===== src/rtl/fp_unit_arbiter.sv =====
// Arbitrates NREQ requesters onto one shared, fixed-latency pipelined FP unit and routes results back.
// Define FP_ARB_FIXED_PRIO_EN for fixed priority (lowest index wins); the default is round-robin.
module fp_unit_arbiter #(
  parameter int unsigned WIDTH   = 32,
  parameter int unsigned NREQ    = 4,
  parameter int unsigned LATENCY = 2,
  parameter int unsigned CNT_W   = 16
) (
  input  logic                  clk,
  input  logic                  rst_n,
  input  logic [NREQ-1:0]       req_valid,
  input  logic [NREQ*WIDTH-1:0] req_a,
  input  logic [NREQ*WIDTH-1:0] req_b,
  output logic [NREQ-1:0]       req_ready,
  output logic [WIDTH-1:0]      op_a,
  output logic [WIDTH-1:0]      op_b,
  input  logic [WIDTH-1:0]      op_res,
  output logic [NREQ-1:0]       rsp_valid,
  output logic [WIDTH-1:0]      rsp_data,
  output logic [CNT_W-1:0]      issue_cnt
);
  localparam int unsigned IDX_W = $clog2(NREQ);

  logic             issue;
  logic [IDX_W-1:0] gidx;
  logic [NREQ-1:0]  grant;

`ifdef FP_ARB_FIXED_PRIO_EN
  always_comb begin
    issue = 1'b0;
    gidx  = '0;
    grant = '0;
    for (int unsigned i = 0; i < NREQ; i++) begin
      if (!issue && req_valid[i]) begin
        issue = 1'b1;
        gidx  = IDX_W'(i);
      end
    end
    if (issue) grant[gidx] = 1'b1;
  end
`else
  logic [IDX_W-1:0] ptr_q, ptr_d;

  // Search starts at ptr and wraps; modulo keeps non-power-of-two NREQ in range.
  always_comb begin
    int unsigned idx;
    idx   = 0;
    issue = 1'b0;
    gidx  = '0;
    grant = '0;
    for (int unsigned off = 0; off < NREQ; off++) begin
      idx = (32'(ptr_q) + off) % NREQ;
      if (!issue && req_valid[idx]) begin
        issue = 1'b1;
        gidx  = IDX_W'(idx);
      end
    end
    if (issue) grant[gidx] = 1'b1;
    ptr_d = ptr_q;
    if (issue) ptr_d = (gidx == IDX_W'(NREQ - 1)) ? '0 : gidx + IDX_W'(1);
  end

  always_ff @(posedge clk or negedge rst_n) begin
    if (!rst_n) ptr_q <= '0;
    else        ptr_q <= ptr_d;
  end
`endif

  assign req_ready = grant;
  assign op_a      = issue ? req_a[32'(gidx)*WIDTH +: WIDTH] : '0;
  assign op_b      = issue ? req_b[32'(gidx)*WIDTH +: WIDTH] : '0;

  logic [LATENCY-1:0]            tag_vld_q, tag_vld_d;
  logic [LATENCY-1:0][IDX_W-1:0] tag_idx_q, tag_idx_d;
  logic [CNT_W-1:0]              issue_cnt_q, issue_cnt_d;

  // Tag pipeline mirrors the unit latency; bubbles enter as valid=0.
  always_comb begin
    tag_vld_d    = '0;
    tag_idx_d    = '0;
    tag_vld_d[0] = issue;
    tag_idx_d[0] = gidx;
    for (int unsigned i = 1; i < LATENCY; i++) begin
      tag_vld_d[i] = tag_vld_q[i-1];
      tag_idx_d[i] = tag_idx_q[i-1];
    end
    issue_cnt_d = issue_cnt_q + CNT_W'(issue);
  end

  always_ff @(posedge clk or negedge rst_n) begin
    if (!rst_n) begin
      tag_vld_q   <= '0;
      tag_idx_q   <= '0;
      issue_cnt_q <= '0;
    end else begin
      tag_vld_q   <= tag_vld_d;
      tag_idx_q   <= tag_idx_d;
      issue_cnt_q <= issue_cnt_d;
    end
  end

  always_comb begin
    rsp_valid = '0;
    rsp_data  = '0;
    if (tag_vld_q[LATENCY-1]) begin
      rsp_valid[tag_idx_q[LATENCY-1]] = 1'b1;
      rsp_data                        = op_res;
    end
  end

  assign issue_cnt = issue_cnt_q;
endmodule


===== config.mk =====
export PLATFORM = sky130hd
export DESIGN_NAME = fp_unit_arbiter
export DESIGN_NICKNAME = d
export VERILOG_FILES = /design/src/rtl/fp_unit_arbiter.sv
export SDC_FILE = /design/constraint.sdc
export NUM_CORES = 1
export LEC_CHECK = 0
export CAP_MARGIN = 20
export CORE_AREA = 4 4 158 160
export CTS_CLUSTER_DIAMETER = 50
export DETAILED_ROUTE_END_ITERATION = 10
export DIE_AREA = 0 0 162 164
export GPL_TIMING_DRIVEN = 0
export PLACE_DENSITY = 0.53
export SYNTH_ARGS = -nofsm -noshare
export SYNTH_HDL_FRONTEND = slang
export SYNTH_SLANG_ARGS = --single-unit

===== constraint.sdc =====
create_clock -name clk -period 4.6 [get_ports clk]
set_input_delay 0.92 -clock clk [delete_from_list [all_inputs] [get_ports clk]]
set_output_delay 0.92 -clock clk [all_outputs]
set_load 0.02 [all_outputs]

==> flow_metrics.env <==
export IMPL_status="completed"
export IMPL_relSlewSlack=0.604
export IMPL_drc=0
export IMPL_ant_nets=0
export IMPL_fin_util=0.342
export IMPL_fin_ws_ns=0.194
export IMPL_synth_edff_count=0
export IMPL_power_density_mw_per_mm2=438
export IMPL_die_w_um=162
export IMPL_synth_compound_area_frac=0.139
export IMPL_seqCellArea_um2=601
export IMPL_r2r_start="ptr_q[1]"
export IMPL_hold_viol=0
export IMPL_cts_root_buf="clkbuf_16"
export IMPL_via_per_inst=4.03
export IMPL_fin_nets=1072
export IMPL_multi_input_area_mm2=0.00240
export IMPL_synthXorXnorAreaFrac=0.0368
export IMPL_cp_end_kind="primary output"
export IMPL_yosys_top_cells_area="mux2i_1 39%, dfrtp_1 18%, o22ai_1 12%"
export IMPL_holdBufCountCts=0
export IMPL_fmax_mhz=227
export IMPL_track_usage=0.140
export IMPL_area_delta_synth_final_pct=140
export IMPL_tightest_slew_ns=0.592
export IMPL_grt_setup_unrepaired="no"
export IMPL_yosys_area_share_adder=0.0263
export IMPL_synth_async_reset_ratio=1.00
export IMPL_r2r_slack_ns=2.56
export IMPL_clockBufferDepth=2
export IMPL_io_pins=414
export IMPL_yosys_top_cells_count="129 x mux2i_1, 64 x o22ai_1, 36 x and2_1, 24 x dfrtp_1, 13 x nand2_1"
export IMPL_drt_wl_total_um=20700
export IMPL_muxShareOfSynthArea=0.387
export IMPL_grt_max_degree=15
export IMPL_ys_flop_type="dfrtp_1"
export IMPL_fillers=2455
export IMPL_via_count=4390
export IMPL_syn_inst=352
export IMPL_hold_class="reg2reg"
export IMPL_post_route_min_period_ns=4.41
export IMPL_port_buffers=413
export IMPL_setup_viol=0
export IMPL_core_area_mm2=0.0234
export IMPL_synth_nets=653
export IMPL_grt_pass1_wl_um=28600
export IMPL_start_util=0.142
export IMPL_cts_setup_buffers=0
export IMPL_cts_buffers=3
export IMPL_ys_seq_area_frac=0.180
export IMPL_first_pass_iters=4
export IMPL_synth_top_area_frac=0.387
export IMPL_reg2reg_to="ptr_q[1]"
export IMPL_fin_worst_skew_ns=0.00444
export IMPL_cts_tree="yes"
export IMPL_startpoint="req_valid[1]"
export IMPL_numClockSinks=24
export IMPL_drive_gt1_frac=0.0429
export IMPL_antenna_found_initial=2
export IMPL_vdd_drop_max_uv=255
export IMPL_die_h_um=164
export IMPL_yosys_area_share_simple=0.129
export IMPL_yosys_warnings=0
export IMPL_p_leak_uw=0.00338
export IMPL_place_hpwl_um=18100
export IMPL_clkTransAtPathRegs_ns=0.06
export IMPL_syn_area_per_cell_um2=9.47
export IMPL_drv_slew=0
export IMPL_post_drt_wl_per_cell_um=19.0
export IMPL_crit_path_start_kind="input port"
export IMPL_drt_first_iter_violations=107
export IMPL_syn_area_mm2=0.00333
export IMPL_cts_max_level=1
export IMPL_cp_arrival_ns=3.49
export IMPL_yosysMostFrequentCell="mux2i_1"
export IMPL_grt_overflow=0
export IMPL_drv_cap=0
export IMPL_place_congestion=0.765
export IMPL_rr_worst_depth=8
export IMPL_dp_slack_ns=-0.0403
export IMPL_required_ns=3.68
export IMPL_clk_latency_ns=0.26
export IMPL_criticalPathCategory="in2out"
export IMPL_crit_fanout=10
export IMPL_ys_seq_elements=24
export IMPL_num_rows=56
export IMPL_die_area_mm2=0.0266
export IMPL_synth_top_family_by_area="multiplexers"
export IMPL_synth_top_area_cell="mux2i_1"
export IMPL_synth_distinct_cells=30
export IMPL_critPathCapture="op_a[10]"
export IMPL_post_route_period_util=0.958
export IMPL_grt_pass1_vias=4652
## cells in the final DEF, fill, tap and decap left out, types with 8 or more instances in the layout
master / synthesis / final
and2_1: 36 / 36
clkbuf_1: 9 / 8
xnor2_1: 11 / 11
buf_2: 8 / 8
nand2_1: 13 / 12
mux2i_1: 129 / 129
buf_12: 10 / 10
clkdlybuf4s50_1: 0 / 413
dfrtp_1: 24 / 24
o22ai_1: 64 / 64
## area by class of cell
| cell class | instances | share of cell area |
|---|---|---|
| multi-input cells | 295 | 0.300 |
| clock buffers | 3 | 0.00939 |
| diodes | 1 | 0.000313 |
| inverters | 3 | 0.00141 |
| well taps | 319 | 0.0499 |
| repair buffers | 414 | 0.519 |
| clock inverters | 1 | 0.00376 |
| plain buffers | 30 | 0.0410 |
| flip-flops and latches | 24 | 0.0751 |
## logic make-up (layout without fill, tap and decap cells)
logic type | after synthesis | count (layout)
mux | 129 | 129
simple gates | 74 | 74
compound gates | 71 | 71
buf+inv | 33 | 451
flops | 24 | 24
xor+xnor | 14 | 14
fa+ha+maj | 7 | 7
other cells | 0 | 1
## critical path, cell delays in order
cell and delay [ns]:
clkdlybuf4s50_1 0.61, nor2_1 0.07, nand2_1 0.32, nand2_2 0.28
buf_2 0.28, o22ai_1 0.31, clkdlybuf4s50_1 0.68
## registers in the layout, indices dropped and copies added (netlist names)
register,count
ptr_q,2
issue_cnt,16
tag_idx_q,2
tag_idx_d,2
tag_vld_q,2
## what timing repair did
| action | CTS | global route |
|---|---|---|
| endpoints found under the setup margin | 2 | 2 |
| gates resized for setup | 1 | 2 |
| cloned | 0 | 0 |
## power breakdown
group	internal (uW)	leakage [uW]	switching (uW)
clock network	173	0.0000511	73.0
logic	1480	0.00303	1430
registers	271	0.000299	68.4
total	1930	0.00338	1570
## stage by stage
stage / cells / TNS (ns) / total power (uW) / area, um2 / hold slack [ns]
6_report: 1090 / 0 / 3500 / 7990 / 0.347
5_1_grt: 1089 / 0 / 3720 / 7990 / 0.359
4_1_cts: 1089 / 0 / 3560 / 7990 / 0.349
3_5_place_dp: 1085 / -0.0403 / 3290 / 7880 / 0.335
3_3_place_gp: 1084 / -0.0316 / 3300 / 7870 / 0.333
2_1_floorplan: 352 / 0 / 1980 / 3330 / 0.331
## layer usage
metal  GRT usage  part of all wire  vias up
li1            -                 -     2169
met1       0.163              0.38     1959
met3      0.0424             0.094       10
met5           0            0.0013        -
met2       0.261              0.52      248
met4      0.0173            0.0051        4
## worst min path at each step
stage | from | end | slack, ns | depth (start not counted)
after CTS | tag_vld_q[0] | tag_vld_q[1] | 0.35 | 0
final | tag_vld_q[0] | tag_vld_q[1] | 0.35 | 0
after floorplan | tag_idx_d[2] | tag_idx_q[2] | 0.33 | 0
after detailed placement | tag_vld_q[0] | tag_vld_q[1] | 0.33 | 0
after global routing | tag_vld_q[0] | tag_vld_q[1] | 0.36 | 0
after global placement | tag_vld_q[0] | tag_vld_q[1] | 0.33 | 0
No activity file was read; power rests on OpenSTA's default activity.
